[config.mk]
export PLATFORM = sky130hd
export DESIGN_NAME = vz_image_loader_flat
export DESIGN_NICKNAME = d
export VERILOG_FILES = /design/src/rtl/vz_image_loader_pkg.sv /design/src/rtl/vz_image_loader_if.sv /design/src/rtl/vz_fifo.sv /design/src/rtl/vz_image_loader.sv /design/src/flat_wrapper.sv
export SDC_FILE = /design/constraint.sdc
export NUM_CORES = 1
export LEC_CHECK = 0
export BUFFER_PORTS_ARGS = -buffer_cell sky130_fd_sc_hd__buf_4
export CAP_MARGIN = 20
export CELL_PAD_IN_SITES_DETAIL_PLACEMENT = 0
export CELL_PAD_IN_SITES_GLOBAL_PLACEMENT = 1
export CORE_AREA = 2 2 137 139
export CTS_BUF_LIST = sky130_fd_sc_hd__clkbuf_4
export DETAILED_ROUTE_END_ITERATION = 7
export DIE_AREA = 0 0 139 141
export GPL_ROUTABILITY_DRIVEN = 1
export MAX_ROUTING_LAYER = met4
export PLACE_DENSITY = 0.91
export SYNTH_ARGS = -nofsm -noshare
export SYNTH_HDL_FRONTEND = slang
export SYNTH_SLANG_ARGS = --single-unit
export TNS_END_PERCENT = 5
[constraint.sdc]
create_clock -name clk_sys -period 10.2 [get_ports clk_sys]
set_clock_uncertainty 0.2 [all_clocks]
set_input_delay 1.53 -clock clk_sys [delete_from_list [all_inputs] [get_ports clk_sys]]
set_output_delay 1.53 -clock clk_sys [all_outputs]
set_load 0.05 [all_outputs]
[src/rtl/vz_image_loader_pkg.sv]
// Shared constants, FSM state encoding and header helpers for the VZ snapshot loader.
package vz_pkg;

  localparam logic [31:0] VZ_MAGIC_VZF0 = 32'h565A_4630;
  localparam logic [31:0] VZ_MAGIC_ALT  = 32'h2020_0000;
  localparam logic [7:0]  VZ_TYPE_BASIC = 8'hF0;
  localparam logic [7:0]  VZ_TYPE_BIN   = 8'hF1;
  localparam logic [15:0] VZ_HDR_LEN    = 16'd24;

  localparam logic [15:0] VZ_OFS_MAGIC_END = 16'd3;
  localparam logic [15:0] VZ_OFS_TYPE      = 16'd21;
  localparam logic [15:0] VZ_OFS_START_LO  = 16'd22;
  localparam logic [15:0] VZ_OFS_START_HI  = 16'd23;

  typedef enum logic [2:0] {
    ST_IDLE,
    ST_HEADER,
    ST_DATA,
    ST_FLUSH,
    ST_POST_LO,
    ST_POST_HI,
    ST_DONE,
    ST_ERROR
  } vz_state_e;

  typedef struct packed {
    logic [15:0] addr;
    logic [7:0]  data;
  } vz_entry_t;

  function automatic logic vz_magic_ok(input logic [31:0] magic);
    return (magic == VZ_MAGIC_VZF0) || (magic == VZ_MAGIC_ALT);
  endfunction

  function automatic logic vz_type_ok(input logic [7:0] typ);
    return (typ == VZ_TYPE_BASIC) || (typ == VZ_TYPE_BIN);
  endfunction

endpackage

[src/rtl/vz_image_loader_if.sv]
// Download channel (from hps_io) plus the req/ack memory write port; the loader is the master.
interface vz_image_loader_if;

  logic        dn_download;
  logic        dn_wr;
  logic [7:0]  dn_index;
  logic [15:0] dn_addr;
  logic [7:0]  dn_data;

  logic        mem_req;
  logic        mem_ack;
  logic [15:0] mem_addr;
  logic [7:0]  mem_data;

  modport master (
    input  dn_download, dn_wr, dn_index, dn_addr, dn_data, mem_ack,
    output mem_req, mem_addr, mem_data
  );

  modport slave (
    output dn_download, dn_wr, dn_index, dn_addr, dn_data, mem_ack,
    input  mem_req, mem_addr, mem_data
  );

endinterface

[src/rtl/vz_fifo.sv]
// Small synchronous FIFO; push and pop may coincide at any occupancy, including full.
module vz_fifo #(
  parameter int DEPTH = 4,
  parameter int WIDTH = 24
) (
  input  logic             clk_sys,
  input  logic             RESET_N,
  input  logic             i_flush,
  input  logic             i_push,
  input  logic [WIDTH-1:0] i_din,
  input  logic             i_pop,
  output logic [WIDTH-1:0] o_dout,
  output logic             o_full,
  output logic             o_empty
);

  localparam int AW = (DEPTH > 1) ? $clog2(DEPTH) : 1;
  localparam int CW = AW + 1;

  logic [WIDTH-1:0] r_mem [DEPTH];
  logic [AW-1:0]    r_wr_ptr;
  logic [AW-1:0]    r_rd_ptr;
  logic [CW-1:0]    r_count;
  logic             w_do_push;
  logic             w_do_pop;

  assign w_do_pop  = i_pop & ~o_empty;
  // A pop in the same cycle frees the slot the push is about to fill.
  assign w_do_push = i_push & (~o_full | w_do_pop);

  assign o_full  = (r_count == CW'(DEPTH));
  assign o_empty = (r_count == '0);
  assign o_dout  = r_mem[r_rd_ptr];

  always_ff @(posedge clk_sys) begin
    if (w_do_push) r_mem[r_wr_ptr] <= i_din;
  end

  always_ff @(posedge clk_sys or negedge RESET_N) begin
    if (!RESET_N) begin
      r_wr_ptr <= '0;
      r_rd_ptr <= '0;
      r_count  <= '0;
    end else if (i_flush) begin
      r_wr_ptr <= '0;
      r_rd_ptr <= '0;
      r_count  <= '0;
    end else begin
      if (w_do_push) r_wr_ptr <= r_wr_ptr + AW'(1);
      if (w_do_pop)  r_rd_ptr <= r_rd_ptr + AW'(1);
      case ({w_do_push, w_do_pop})
        2'b10:   r_count <= r_count + CW'(1);
        2'b01:   r_count <= r_count - CW'(1);
        default: r_count <= r_count;
      endcase
    end
  end

endmodule

[src/rtl/vz_image_loader.sv]
// Parses a .VZ header from the ioctl download stream, writes the payload to memory,
// then patches the BASIC end pointer or the USR vector.
module vz_image_loader
  import vz_pkg::*;
#(
  parameter logic [7:0]  VZ_INDEX   = 8'd1,
  parameter int          FIFO_DEPTH = 4,
  parameter logic [15:0] SYSVAR_END = 16'h78F9,
  parameter logic [15:0] SYSVAR_USR = 16'h788E
) (
  input  logic                    clk_sys,
  input  logic                    RESET_N,
  vz_image_loader_if.master       bus,
  output logic                    cpu_hold,
  output logic [7:0]              load_type,
  output logic [15:0]             start_addr,
  output logic                    done,
  output logic                    err
);

  vz_state_e   r_state;
  vz_state_e   w_state_next;
  logic        r_dl_prev;
  logic [23:0] r_magic;
  logic [7:0]  r_load_type;
  logic [15:0] r_start_addr;
  logic [15:0] r_end_addr;
  logic        r_mem_req;
  logic [15:0] r_mem_addr;
  logic [7:0]  r_mem_data;

  logic        w_start, w_fall, w_strobe, w_hdr_strobe, w_data_strobe;
  logic        w_pop, w_fifo_pop, w_push, w_overflow, w_full, w_empty;
  logic        w_post, w_issue;
  logic [15:0] w_push_addr, w_post_addr, w_post_value;
  logic [7:0]  w_post_data;
  vz_entry_t   w_head, w_push_entry;

  assign w_start       = bus.dn_download & ~r_dl_prev & (bus.dn_index == VZ_INDEX);
  assign w_fall        = ~bus.dn_download & r_dl_prev;
  assign w_strobe      = bus.dn_wr & (bus.dn_index == VZ_INDEX) & ~w_start;
  assign w_hdr_strobe  = w_strobe & (r_state == ST_HEADER) & ~w_fall;
  assign w_data_strobe = w_strobe & (r_state == ST_DATA) & ~w_fall & (bus.dn_addr >= VZ_HDR_LEN);

  assign w_post      = (r_state == ST_POST_LO) || (r_state == ST_POST_HI);
  assign w_pop       = r_mem_req & bus.mem_ack;
  assign w_fifo_pop  = w_pop & ~w_post;
  assign w_overflow  = w_data_strobe & w_full & ~w_fifo_pop;
  assign w_push      = w_data_strobe & ~w_overflow;
  assign w_push_addr = r_start_addr + (bus.dn_addr - VZ_HDR_LEN);
  assign w_push_entry = {w_push_addr, bus.dn_data};

  assign w_issue = ~r_mem_req &
                   ((((r_state == ST_DATA) || (r_state == ST_FLUSH)) & ~w_empty) | w_post);

  vz_fifo #(
    .DEPTH (FIFO_DEPTH),
    .WIDTH (24)
  ) u_fifo (
    .clk_sys (clk_sys),
    .RESET_N (RESET_N),
    .i_flush (w_start),
    .i_push  (w_push),
    .i_din   (w_push_entry),
    .i_pop   (w_fifo_pop),
    .o_dout  (w_head),
    .o_full  (w_full),
    .o_empty (w_empty)
  );

  always_ff @(posedge clk_sys or negedge RESET_N) begin
    if (!RESET_N) begin
      r_state   <= ST_IDLE;
      r_dl_prev <= 1'b0;
    end else begin
      r_state   <= w_state_next;
      r_dl_prev <= bus.dn_download;
    end
  end

  always_comb begin
    w_state_next = r_state;
    if (w_start) begin
      w_state_next = ST_HEADER;
    end else begin
      case (r_state)
        ST_HEADER: begin
          if (w_fall) begin
            w_state_next = ST_ERROR;
          end else if (w_hdr_strobe) begin
            if (bus.dn_addr == VZ_OFS_MAGIC_END && !vz_magic_ok({r_magic, bus.dn_data}))
              w_state_next = ST_ERROR;
            else if (bus.dn_addr == VZ_OFS_TYPE && !vz_type_ok(bus.dn_data))
              w_state_next = ST_ERROR;
            else if (bus.dn_addr == VZ_OFS_START_HI)
              w_state_next = ST_DATA;
          end
        end
        ST_DATA: begin
          if (w_fall)          w_state_next = ST_FLUSH;
          else if (w_overflow) w_state_next = ST_ERROR;
        end
        ST_FLUSH:   if (w_empty) w_state_next = ST_POST_LO;
        ST_POST_LO: if (w_pop)   w_state_next = ST_POST_HI;
        ST_POST_HI: if (w_pop)   w_state_next = ST_DONE;
        ST_DONE:    w_state_next = ST_IDLE;
        default:    w_state_next = r_state;
      endcase
    end
  end

  always_comb begin
    cpu_hold = 1'b0;
    done     = 1'b0;
    err      = 1'b0;
    case (r_state)
      ST_HEADER, ST_DATA, ST_FLUSH, ST_POST_LO, ST_POST_HI: cpu_hold = 1'b1;
      ST_DONE:  done = 1'b1;
      ST_ERROR: err  = 1'b1;
      default:  ;
    endcase
  end

  always_ff @(posedge clk_sys or negedge RESET_N) begin
    if (!RESET_N) begin
      r_magic      <= '0;
      r_load_type  <= '0;
      r_start_addr <= '0;
      r_end_addr   <= '0;
    end else begin
      if (w_hdr_strobe) begin
        case (bus.dn_addr)
          16'd0:           r_magic[23:16]     <= bus.dn_data;
          16'd1:           r_magic[15:8]      <= bus.dn_data;
          16'd2:           r_magic[7:0]       <= bus.dn_data;
          VZ_OFS_TYPE:     r_load_type        <= bus.dn_data;
          VZ_OFS_START_LO: r_start_addr[7:0]  <= bus.dn_data;
          VZ_OFS_START_HI: begin
            r_start_addr[15:8] <= bus.dn_data;
            r_end_addr         <= {bus.dn_data, r_start_addr[7:0]};
          end
          default: ;
        endcase
      end
      if (w_push) r_end_addr <= w_push_addr + 16'd1;
    end
  end

  // BASIC images patch the end-of-program pointer, binaries the USR vector.
  always_comb begin
    w_post_addr  = (r_load_type == VZ_TYPE_BASIC) ? SYSVAR_END : SYSVAR_USR;
    w_post_value = (r_load_type == VZ_TYPE_BASIC) ? r_end_addr : r_start_addr;
    w_post_data  = w_post_value[7:0];
    if (r_state == ST_POST_HI) begin
      w_post_addr = w_post_addr + 16'd1;
      w_post_data = w_post_value[15:8];
    end
  end

  always_ff @(posedge clk_sys or negedge RESET_N) begin
    if (!RESET_N) begin
      r_mem_req  <= 1'b0;
      r_mem_addr <= '0;
      r_mem_data <= '0;
    end else if (w_start || w_state_next == ST_ERROR || w_pop) begin
      r_mem_req <= 1'b0;
    end else if (w_issue) begin
      r_mem_req  <= 1'b1;
      r_mem_addr <= w_post ? w_post_addr : w_head.addr;
      r_mem_data <= w_post ? w_post_data : w_head.data;
    end
  end

  assign bus.mem_req  = r_mem_req;
  assign bus.mem_addr = r_mem_addr;
  assign bus.mem_data = r_mem_data;
  assign load_type    = r_load_type;
  assign start_addr   = r_start_addr;

endmodule

[src/flat_wrapper.sv]
// flat-port wrapper written by rule: the top's interface ports become plain ports
module vz_image_loader_flat import vz_pkg::*;
#(
  parameter logic [7:0]  VZ_INDEX   = 8'd1,
  parameter int          FIFO_DEPTH = 4,
  parameter logic [15:0] SYSVAR_END = 16'h78F9,
  parameter logic [15:0] SYSVAR_USR = 16'h788E
)
  (clk_sys, RESET_N, cpu_hold, load_type, start_addr, done, err, bus_dn_download, bus_dn_wr, bus_dn_index, bus_dn_addr, bus_dn_data, bus_mem_ack, bus_mem_req, bus_mem_addr, bus_mem_data);
  vz_image_loader_if bus_i ();
  input  logic clk_sys;
  input  logic RESET_N;
  output logic cpu_hold;
  output logic [7:0] load_type;
  output logic [15:0] start_addr;
  output logic done;
  output logic err;
  input wire logic [$bits(bus_i.dn_download)-1:0] bus_dn_download;
  input wire logic [$bits(bus_i.dn_wr)-1:0] bus_dn_wr;
  input wire logic [$bits(bus_i.dn_index)-1:0] bus_dn_index;
  input wire logic [$bits(bus_i.dn_addr)-1:0] bus_dn_addr;
  input wire logic [$bits(bus_i.dn_data)-1:0] bus_dn_data;
  input wire logic [$bits(bus_i.mem_ack)-1:0] bus_mem_ack;
  output wire logic [$bits(bus_i.mem_req)-1:0] bus_mem_req;
  output wire logic [$bits(bus_i.mem_addr)-1:0] bus_mem_addr;
  output wire logic [$bits(bus_i.mem_data)-1:0] bus_mem_data;
  assign bus_i.dn_download = bus_dn_download;
  assign bus_i.dn_wr = bus_dn_wr;
  assign bus_i.dn_index = bus_dn_index;
  assign bus_i.dn_addr = bus_dn_addr;
  assign bus_i.dn_data = bus_dn_data;
  assign bus_i.mem_ack = bus_mem_ack;
  assign bus_mem_req = bus_i.mem_req;
  assign bus_mem_addr = bus_i.mem_addr;
  assign bus_mem_data = bus_i.mem_data;
  vz_image_loader #(.VZ_INDEX(VZ_INDEX), .FIFO_DEPTH(FIFO_DEPTH), .SYSVAR_END(SYSVAR_END), .SYSVAR_USR(SYSVAR_USR)) u_core (.clk_sys(clk_sys), .RESET_N(RESET_N), .bus(bus_i), .cpu_hold(cpu_hold), .load_type(load_type), .start_addr(start_addr), .done(done), .err(err));
endmodule
==> flow_summary.yaml <==
floorplanning:
  die-height_um: 141
  die_w_um: 139
  initial_utilization: 0.529
  rows: 50
  die_area_mm2: 0.0196
  pin_count: 89
  fp.coreArea_mm2: 0.0183
clocking:
  cts_setup_buffers: 0
  cts_resized: 0
  tritoncts: "built"
  root_buffer: "clkbuf_4"
  ctsHoldBuffers: 0
  cts_buffers: 17
  clk_latency_ns: 0.57
  cts.htree.levels: 4
  numClockSinks: 196
  clk_pin_slew_ns: 0.15
  cts_buffer_depth: 2
routing:
  drt-met1-wl_um: 9910
  dr_wl_met3_um: 1060
  viasPerCell: 5.69
  drt-wirelength-per-cell_um: 19.2
  drc: 0
  wirelength_um: 21400
  vias: 6344
  drt_iter0_drc: 530
  drtPass1Iterations: 7
  detail-route-antenna-nets: 0
  wl_met2_um: 10100
  topRoutingLayerUsed: "met4"
setup_path:
  cp.arrival_ns: 4.63
  critical_path_class: "input pin to register"
  critPathMaxStageDelay_ns: 0.52
  timing.rr.start: "u_core.start_addr[5]$_DFFE_PN0P_"
  slowest_stage: "xor2_1"
  cp_top_family: "simple AND/OR/NAND/NOR gates"
  cp-end-kind: "register"
  required_ns: 10.46
  path_cells: "buf_4 -> ha_1 -> ha_1 -> inv_1 -> fa_1 -> nor2b_1 -> o2111ai_1 -> nand3_1 -> a41o_1 -> xor2_1 -> nand4_1 -> nor4_2 -> xnor2_1 -> o21ai_1"
  critical_path.max_fanout: 6
  cp.buffers_inverters: 2
  cp-start-kind: "input pin"
  crit_start: "bus_dn_addr[1]"
  crit_top_cell: "ha_1"
flow_run:
  maxCapViolCount: 0
grt:
  grt_pass1_wl_um: 33500
  globalRouteTotalUtil: 0.230
  grt_pass1_vias: 6086
  grt_overflow: 0
  grt_max_degree: 53
  antenna_found_initial: 1
pwr:
  vdd_ir_drop_max_mv: 0.135
  p_leak_uw: 0.00472
  power_density_mw_per_mm2: 180
yosys:
  synth_top_area_share: 0.298
  synthTopCellsByArea: "edfxtp_1 30%, dfrtp_1 26%, mux4_2 5.6%"
  synth_cell_types: 63
  synth_area_mm2: 0.00966
  synthCells: 778
  synth_fp_nets: 854
  synth_ff_type: "dfrtp_1"
  syn_avg_cell_area_um2: 12.4
  ys_ff_latch: 196
  synthArstFlopShare: 0.510
  synth_top_area_cell: "edfxtp_1"
  synth_edf_count: 96
  seq_area_frac_synth: 0.557
  yosysWarnings: 0
final_layout:
  final_cell_area_mm2: 0.0108
  area_growth_pct: 11.9
  drive_gt1_frac: 0.246
  nets: 942
timing:
  tns_ns: 0
  slew_viol_final: 0
  setup_viol: 0
  worst_slew_pin_slew_ns: 0.825
  finalCritPeriodShare: 0.429
  relSlewSlack: 0.446
  final-hold-violation-count: 0
  rsz0062_at_grt: "false"
  max_freq_ghz: 0.229
  layout_min_cycle_time_ns: 4.37
min_path:
  hold_start: "u_core.bus.mem_addr[6]$_DFFE_PN0P_"
  min-delay-path-class: "register to register"
place:
  io_buffer_count: 88
  place_area_mm2: 0.0106
  post-dp-hpwl_um: 15300
  gp_congestion: 0.896
outcome:
  status: "finished clean"
==> cell usage after synthesis, types with 5 or more instances <==
cell type  count
buf_1          6
dfrtp_1      100
nand2_1       75
mux2i_1       23
a211oi_1       9
edfxtp_1      96
xor2_1        12
xnor2_1       20
clkbuf_1      18
a21oi_1       25
o21ai_0       25
nor3_1        12
nand2b_1       5
mux4_2        24
nor2_1        40
o21ai_1       21
and3_1        11
and2_1         9
a21boi_0       6
nand3_1       11
nand4_1       12
a21o_1        10
ha_1          37
nor4_1        11
inv_1         58
mux2_2        43
==> state kept, by name, summed over array words and instances, names as in the netlist <==
register / flops
u_core.bus.mem_addr: 16
u_core.bus.mem_data: 8
u_core.bus.mem_req: 1
u_core.load_type: 8
u_core.r_dl_prev: 1
u_core.r_end_addr: 16
u_core.r_magic: 24
u_core.r_state: 3
u_core.start_addr: 16
u_core.u_fifo.r_count: 3
u_core.u_fifo.r_mem: 96
u_core.u_fifo.r_rd_ptr: 2
u_core.u_fifo.r_wr_ptr: 2
==> cells in the final DEF (no fill, tap or decap), types with 3 or more instances in the layout <==
master / n
or4_1: 3
a211oi_2: 3
nor2b_1: 3
a21boi_0: 6
a211o_1: 3
a21o_1: 10
nand4_1: 12
dfrtp_1: 100
and3_1: 11
nor2_1: 40
clkbuf_4: 20
inv_6: 3
nor4_1: 11
buf_4: 100
nand2_1: 75
nor3_1: 12
o21ai_0: 25
a21oi_1: 25
a211oi_1: 9
xor2_1: 12
nand3_1: 11
mux2i_1: 23
mux2_4: 3
nand2b_1: 5
mux4_2: 24
inv_1: 58
xnor2_1: 20
mux2_2: 43
edfxtp_1: 96
and2_1: 9
ha_1: 37
o21ai_1: 21
==> metrics by stage <==
step	util	std cells	power, uW	hold WS, ns	worst slack (ns)
after detailed placement	0.578	1081	1580	0.269	5.26
after CTS	0.592	1113	1960	0.302	5.91
after global routing	0.592	1114	2040	0.331	5.63
after global placement	0.578	1081	1560	0.263	5.34
final	0.592	1114	1950	0.300	5.83
after floorplan	-	778	1410	0.269	5.79
==> cell families after synthesis <==
group / count (synthesis) / synth area share
multiplexers: 93 / 0.135
flip-flops: 196 / 0.557
adder cells (fa/ha/maj): 39 / 0.0521
AND/OR/NAND/NOR: 210 / 0.109
buffers and inverters: 89 / 0.0377
XOR/XNOR: 32 / 0.0290
AO/OA/AOI/OAI: 119 / 0.0806
==> worst reg2reg max path, stage by stage (launching register included) <==
cell and delay, ns:
dfrtp_1 0.50, inv_1 0.13, ha_1 0.29, inv_1 0.04, ha_1 0.35, and3_1 0.20
a211o_1 0.37, o311a_1 0.33, o22ai_2 0.28, and3_1 0.31, nand4_1 0.23, nor4_2 0.32
xnor2_1 0.15, o21ai_1 0.07
==> layer usage <==
metal	vias to the layer above	track usage
li1	3000	-
met1	3140	0.328
met2	175	0.352
met3	29	0.0353
met4	0	0.0585
met5	-	-
==> path summary, 6_finish.rpt <==
| kind | end | slack (ns) | cells after the start |
|---|---|---|---|
| worst min-delay path | u_core.bus.mem_addr[6]$_DFFE_PN0P_ | 0.30 | 1 |
| max in group asynchronous | u_core.bus.mem_addr[15]$_DFFE_PN0P_ | 7.91 | 2 |
| min in group asynchronous | u_core.r_dl_prev$_DFF_PN0_ | 0.75 | 1 |
| worst max-delay path | u_core.r_end_addr[15]$_DFFE_PN0P_ | 5.83 | 14 |
| worst max register to register | u_core.r_end_addr[15]$_DFFE_PN0P_ | 6.32 | 13 |
| worst min register to register | u_core.bus.mem_addr[6]$_DFFE_PN0P_ | 0.30 | 1 |
==> cell type report <==
type                    count  area (um^2)
diodes                      1         2.50
clock buffers              20          150
clock inverters            12          104
fillers                  1549         7450
inverters                  58          218
multi-input cells         493         3910
flip-flops and latches    196         5390
well taps                 234          293
repair buffers            100          751
==> power by group <==
part           internal, uW  switching [uW]  total [uW]  leakage, uW
registers               882            43.7         925      0.00218
clock network           131             258         389     0.000153
logic                   223             408         632      0.00239
(Power assumes the default switching activity.)
